File: src/rtl/uart_io_pkg.sv
// Shared types and widths for the UART request/done bridge.
package uart_io_pkg;

    localparam int UART_BYTE_W = 8;
    localparam int IO_WORD_W   = 32;

    // Write path: idle, waiting for TX space, reporting completion.
    typedef enum logic [1:0] {
        W_IDLE = 2'd0,
        W_PEND = 2'd1,
        W_DONE = 2'd2
    } wstate_t;

    // Read path: idle, waiting for an RX byte, reporting completion.
    typedef enum logic [1:0] {
        R_IDLE = 2'd0,
        R_WAIT = 2'd1,
        R_DONE = 2'd2
    } rstate_t;

endpackage

File: src/rtl/io_fifo.sv
// Synchronous FIFO with extra-MSB pointers. A push into a full FIFO is
// accepted only when a pop happens on the same edge (the pop frees the slot).
module io_fifo #(
    parameter int WIDTH = 8,
    parameter int DEPTH = 16
) (
    input  logic             clk,
    input  logic             rstn,
    input  logic             push_i,
    input  logic [WIDTH-1:0] din_i,
    input  logic             pop_i,
    output logic [WIDTH-1:0] head_o,
    output logic             full_o,
    output logic             empty_o
);
    localparam int AW = $clog2(DEPTH);
    localparam logic [AW:0] PTR_ONE = {{AW{1'b0}}, 1'b1};

    logic [AW:0]      wptr_q, wptr_d;
    logic [AW:0]      rptr_q, rptr_d;
    logic [WIDTH-1:0] mem_q [DEPTH];
    logic             do_push;
    logic             do_pop;

    assign empty_o = (wptr_q == rptr_q);
    assign full_o  = (wptr_q[AW] != rptr_q[AW]) && (wptr_q[AW-1:0] == rptr_q[AW-1:0]);
    assign do_pop  = pop_i && !empty_o;
    assign do_push = push_i && (!full_o || do_pop);
    assign head_o  = mem_q[rptr_q[AW-1:0]];

    // Pointer advance; wrap falls out of the natural binary rollover.
    always_comb begin
        wptr_d = do_push ? (wptr_q + PTR_ONE) : wptr_q;
        rptr_d = do_pop  ? (rptr_q + PTR_ONE) : rptr_q;
    end

    // Pointer registers, cleared on reset.
    always_ff @(posedge clk) begin
        if (!rstn) begin
            wptr_q <= '0;
            rptr_q <= '0;
        end else begin
            wptr_q <= wptr_d;
            rptr_q <= rptr_d;
        end
    end

    // Storage; contents need no reset since the pointers define validity.
    always_ff @(posedge clk) begin
        if (do_push) begin
            mem_q[wptr_q[AW-1:0]] <= din_i;
        end
    end

endmodule

File: src/rtl/uart_io_bridge.sv
// Responder for the core's UART write/read request-done handshake,
// buffering bytes between the exec stage and the serial PHYs.
module uart_io_bridge
    import uart_io_pkg::*;
#(
    parameter int TX_DEPTH = 16,
    parameter int RX_DEPTH = 16
) (
    input  logic                   clk,
    input  logic                   rstn,
    input  logic                   uart_wenable,
    input  logic [IO_WORD_W-1:0]   uart_wd,
    output logic                   uart_wdone,
    input  logic                   uart_renable,
    output logic [IO_WORD_W-1:0]   uart_rd,
    output logic                   uart_rdone,
    output logic [UART_BYTE_W-1:0] tx_data,
    output logic                   tx_valid,
    input  logic                   tx_ready,
    input  logic [UART_BYTE_W-1:0] rx_data,
    input  logic                   rx_valid,
    output logic                   rx_overrun
);
    // TX side
    logic                   tx_full, tx_empty, tx_push, tx_pop;
    logic [UART_BYTE_W-1:0] tx_din;
    // RX side
    logic                   rx_full, rx_empty, rx_pop;
    logic [UART_BYTE_W-1:0] rx_head;
    // FSM state and registered outputs
    wstate_t                wstate_q, wstate_d;
    rstate_t                rstate_q, rstate_d;
    logic [UART_BYTE_W-1:0] wbyte_q, wbyte_d;
    logic [IO_WORD_W-1:0]   rd_q, rd_d;
    logic                   wdone_q, wdone_d;
    logic                   rdone_q, rdone_d;
    logic                   ovr_q, ovr_d;
    // Only the low byte of the write word is ever transmitted.
    logic                   wd_hi_unused;

    assign wd_hi_unused = ^uart_wd[IO_WORD_W-1:UART_BYTE_W];

    assign tx_valid   = !tx_empty;
    assign tx_pop     = tx_valid && tx_ready;
    assign uart_wdone = wdone_q;
    assign uart_rdone = rdone_q;
    assign uart_rd    = rd_q;
    assign rx_overrun = ovr_q;

    io_fifo #(.WIDTH(UART_BYTE_W), .DEPTH(TX_DEPTH)) u_tx_fifo (
        .clk     (clk),
        .rstn    (rstn),
        .push_i  (tx_push),
        .din_i   (tx_din),
        .pop_i   (tx_pop),
        .head_o  (tx_data),
        .full_o  (tx_full),
        .empty_o (tx_empty)
    );

    io_fifo #(.WIDTH(UART_BYTE_W), .DEPTH(RX_DEPTH)) u_rx_fifo (
        .clk     (clk),
        .rstn    (rstn),
        .push_i  (rx_valid),
        .din_i   (rx_data),
        .pop_i   (rx_pop),
        .head_o  (rx_head),
        .full_o  (rx_full),
        .empty_o (rx_empty)
    );

    // Write FSM next state: push only when TX has space (a same-edge pop
    // does not count), so the TX FIFO never sees a push while full.
    always_comb begin
        wstate_d = wstate_q;
        wbyte_d  = wbyte_q;
        tx_push  = 1'b0;
        tx_din   = uart_wd[UART_BYTE_W-1:0];
        case (wstate_q)
            W_IDLE: begin
                if (uart_wenable) begin
                    if (!tx_full) begin
                        tx_push  = 1'b1;
                        wstate_d = W_DONE;
                    end else begin
                        wbyte_d  = uart_wd[UART_BYTE_W-1:0];
                        wstate_d = W_PEND;
                    end
                end
            end
            W_PEND: begin
                tx_din = wbyte_q;
                if (!tx_full) begin
                    tx_push  = 1'b1;
                    wstate_d = W_DONE;
                end
            end
            W_DONE: begin
                // Leave only once the done pulse has actually been shown.
                if (wdone_q) begin
                    wstate_d = W_IDLE;
                end
            end
            default: wstate_d = W_IDLE;
        endcase
    end

    // Read FSM next state: pop only from a non-empty FIFO, no bypass of a
    // byte arriving on the same edge.
    always_comb begin
        rstate_d = rstate_q;
        rd_d     = rd_q;
        rx_pop   = 1'b0;
        case (rstate_q)
            R_IDLE: begin
                if (uart_renable) begin
                    if (!rx_empty) begin
                        rx_pop   = 1'b1;
                        rd_d     = {{(IO_WORD_W-UART_BYTE_W){1'b0}}, rx_head};
                        rstate_d = R_DONE;
                    end else begin
                        rstate_d = R_WAIT;
                    end
                end
            end
            R_WAIT: begin
                if (!rx_empty) begin
                    rx_pop   = 1'b1;
                    rd_d     = {{(IO_WORD_W-UART_BYTE_W){1'b0}}, rx_head};
                    rstate_d = R_DONE;
                end
            end
            R_DONE:  rstate_d = R_IDLE;
            default: rstate_d = R_IDLE;
        endcase
    end

    // Done arbitration: rdone has priority; a blocked wdone slips one cycle
    // because reads can never produce back-to-back rdone pulses.
    always_comb begin
        rdone_d = (rstate_d == R_DONE);
        wdone_d = (wstate_d == W_DONE) && !rdone_d;
        ovr_d   = ovr_q || (rx_valid && rx_full && !rx_pop);
    end

    // State and registered outputs for both FSMs plus the sticky overrun.
    always_ff @(posedge clk) begin
        if (!rstn) begin
            wstate_q <= W_IDLE;
            rstate_q <= R_IDLE;
            wbyte_q  <= '0;
            rd_q     <= '0;
            wdone_q  <= 1'b0;
            rdone_q  <= 1'b0;
            ovr_q    <= 1'b0;
        end else begin
            wstate_q <= wstate_d;
            rstate_q <= rstate_d;
            wbyte_q  <= wbyte_d;
            rd_q     <= rd_d;
            wdone_q  <= wdone_d;
            rdone_q  <= rdone_d;
            ovr_q    <= ovr_d;
        end
    end

    // A new request while the matching path is busy is a core-side bug.
    a_wr_proto: assert property (@(posedge clk) disable iff (!rstn)
        uart_wenable |-> (wstate_q == W_IDLE));
    a_rd_proto: assert property (@(posedge clk) disable iff (!rstn)
        uart_renable |-> (rstate_q == R_IDLE));

endmodule

File: config.mk
export PLATFORM = sky130hd
export DESIGN_NAME = uart_io_bridge
export DESIGN_NICKNAME = d
export VERILOG_FILES = /design/src/rtl/uart_io_pkg.sv /design/src/rtl/io_fifo.sv /design/src/rtl/uart_io_bridge.sv
export SDC_FILE = /design/constraint.sdc
export NUM_CORES = 1
export LEC_CHECK = 0
export BUFFER_PORTS_ARGS = -buffer_cell sky130_fd_sc_hd__buf_2
export CAP_MARGIN = 20
export CORE_MARGIN = 4
export CORE_UTILIZATION = 45
export CTS_CLUSTER_DIAMETER = 40
export DETAILED_ROUTE_END_ITERATION = 10
export PLACE_DENSITY = 0.59
export SKIP_LAST_GASP = 1
export SLEW_MARGIN = 0
export SYNTH_ARGS = -nofsm -noshare
export SYNTH_HDL_FRONTEND = slang
export SYNTH_HIERARCHICAL = 1
export SYNTH_SLANG_ARGS = --single-unit
File: constraint.sdc
create_clock -name clk -period 3.77 [get_ports clk]
set_input_delay 0.377 -clock clk [delete_from_list [all_inputs] [get_ports clk]]
set_output_delay 0.377 -clock clk [all_outputs]
set_load 0.02 [all_outputs]
==> reports/qor.yml <==
pin_count: 90
leakage_nw: 4.887
place_hpwl_um: 15840
placed_area_sq_um: 13070
ir_drop_mv: 0.3263
status: "finished, final reports clean"
grt_overflow_total: 0
synth.area.top_cells: "edfxtp_1 61%, mux4_1 10%, dfxtp_1 8.1%"
start_util: 0.4623
hp-start: "uart_wd[1]"
cpLargestDelayFamily: "simple AND/OR/NAND/NOR gates"
clock-sinks: 307
yosys_register_bits: 307
hold_viol: 0
num_rows: 60
drc_errors: 0
worstPathCellList: "xor2_1 > nor4_4 > and2_1 > or3_4 > clkinv_4 > nor2_1 > a21boi_2 > and3_1"
io_buffer_count: 41
startpoint: "u_rx_fifo/wptr_q[2]"
clock.fmax_ghz: 0.3125
drt-pass1-iter-count: 5
htree_levels: 2
post-route-min-period_ns: 3.200
grt_pass1_vias: 6154
synth.mux.area_fraction: 0.1796
finalWirelength_um: 24170
synth_fa_ha_area_frac: 0.009931
routed_via_density: 5.418
final_common_cell: "edfxtp_1"
layout.nets: 773
async_flop_share: 0
path_class: "reg -> reg"
die_h_um: 175.3
ctsResizeCount: 0
dieWidth_um: 175.3
rsz0062_at_grt: "no"
drive_gt1_frac: 0.2191
critPathLaunchType: "register"
setup_viol: 0
synth-main-ff-cell: "edfxtp_1"
ctsHoldBuffers: 0
antenna_found_initial: 0
max_slew_margin: 0.4033
cts_inserted_buffers: 37
syn_area_sq_um: 12600
yosys_warnings: 6
synth_cells: 655
worstReg2RegStart: "u_rx_fifo/wptr_q[2]"
yosysTopAreaCell: "edfxtp_1"
syn2layout_area_growth_pct: 13.21
maxCapViolations: 0
most-common-layout-cells: "256 x edfxtp_1, 49 x dfxtp_1, 48 x mux4_1"
grt_max_degree: 52
gp_congestion: 0.7690
cts_root_buf: "clkbuf_16"
n_antenna_cell: 0
ys_types: 47
wire_per_inst_um: 21.66
postLayoutCellArea_sq_um: 14260
worst_slack_ns: 0.5696
critPathRequiredTime_ns: 3.90
synth-compound-area-share: 0.01241
cts_tree: "done"
fin_crit_sh: 0.8489
synth_top_family_by_area: "multiplexers"
p_per_area_nw_per_um2: 542.4
slowest_delay_ns: 0.58
slowest_stage: "and3_1"
drt_iter0_drc: 386
hold_class: "in -> reg"
postSynthAreaPerCell_sq_um: 19.23
drtAntennaViolNets: 0
insertion_delay_ns: 0.51
final_max_slew_viol_count: 0
tightest_slew_ns: 0.8951
path_max_fanout: 16
cp_data_arrival_time_ns: 3.33
vias: 6046
track_usage: 0.1598
synth_top_area_share: 0.6102
preCtsSetupSlack_ns: 0.6164
clockBufferDepth: 3
worst_clock_skew_ns: 0.01983
synthXorXnorAreaFrac: 0.01728
seq_area_frac_synth: 0.6912
synth_edf_count: 256
final_util: 0.5234
crit_path_end_kind: "register"
cts.reportedPaths.clkPinSlew_ns: 0.06
grt_pass1_wl_um: 37290
postCtsSetupBuffers: 0
core_sq_um: 27250
synth_simple_gate_area_share: 0.05452
final.setup.tns_ns: 0
critPathBufInv: 1
fp.dieArea_sq_um: 30740
-- final timing paths --
| kind | endpoint | slack (ns) | cells past startpoint |
|---|---|---|---|
| hold reg to reg | rstate_q[0] | 0.44 | 1 |
| hold / removal | wbyte_q[1] | 0.15 | 3 |
| setup reg to reg | u_rx_fifo/mem_q[2][1] | 0.57 | 8 |
| setup / recovery | u_rx_fifo/mem_q[2][1] | 0.57 | 8 |
-- worst reg2reg max path, cell delays in order (launching register included) --
cell      delay (ns)
dfxtp_1         0.52
xor2_1          0.28
nor4_4          0.06
and2_1          0.18
or3_4           0.41
clkinv_4        0.16
nor2_1          0.11
a21boi_2        0.52
and3_1          0.59
-- where the power goes --
part / internal, W / total, W / switching (W) / leakage [nW]
logic: 0.000229 / 0.000532 / 0.000303 / 1.58
registers: 0.00374 / 0.00380 / 0.0000593 / 2.73
clock network: 0.00207 / 0.00341 / 0.00134 / 0.577
total: 0.00603 / 0.00774 / 0.00170 / 4.89
-- stage by stage --
stage | hold WS [ns] | power (W) | cells
2_1_floorplan | 0.3987 | 0.004262 | 678
3_3_place_gp | 0.4124 | 0.004386 | 1050
3_5_place_dp | 0.4167 | 0.004405 | 1050
4_1_cts | 0.1314 | 0.007832 | 1116
5_1_grt | 0.1477 | 0.008028 | 1116
6_report | 0.1477 | 0.007736 | 1116
-- synthesized netlist by cell type, drive strengths merged (6+ instances only) --
| master | number |
|---|---|
| xor2 | 10 |
| clkbuf | 7 |
| inv | 6 |
| edfxtp | 256 |
| ha | 10 |
| mux4 | 80 |
| and2 | 18 |
| nand2 | 27 |
| mux2i | 19 |
| nor2 | 19 |
| mux2 | 8 |
| and3 | 26 |
| xnor2 | 14 |
| buf | 48 |
| dfxtp | 51 |
| nor2b | 10 |
-- logic make-up after synthesis --
kind of cell / count (synthesis)
and+or+nand+nor: 124
adders and majority gates: 10
muxes: 107
xor gates and xnor gates: 24
AOI/OAI and AO/OA: 20
buffers and inverters: 62
DFF: 307
other: 1
-- state kept, by name, summed over array words and instances, names as in the netlist, named ones only --
signal / cells
rstate_q: 2
rx_overrun: 1
u_rx_fifo/mem_q: 128
u_rx_fifo/rptr_q: 5
u_rx_fifo/wptr_q: 5
u_tx_fifo/mem_q: 128
u_tx_fifo/rptr_q: 5
u_tx_fifo/wptr_q: 5
uart_rd: 8
uart_rdone: 1
uart_wdone: 1
wbyte_q: 8
wstate_q: 2
-- metal layers --
layer | part of all wire | global-route usage | vias to the layer above
met5 | 0 | 0 | -
li1 | - | - | 2710
met1 | 0.47 | 0.2409 | 3145
met3 | 0.047 | 0.02927 | 44
met4 | 0.021 | 0.04419 | 0
met2 | 0.46 | 0.2420 | 147
-- area by class of cell --
| cell class | instances | area, sq um |
|---|---|---|
| Fill cell | 2166 | 12990 |
| Sequential cell | 307 | 8711 |
| Multi-Input combinational cell | 309 | 3538 |
| Clock buffer | 43 | 968.4 |
| Tap cell | 372 | 465.4 |
| Timing Repair Buffer | 55 | 322.8 |
| Clock inverter | 23 | 225.2 |
| Inverter | 7 | 31.28 |
Note: power is estimated with default switching activity, not from simulation.
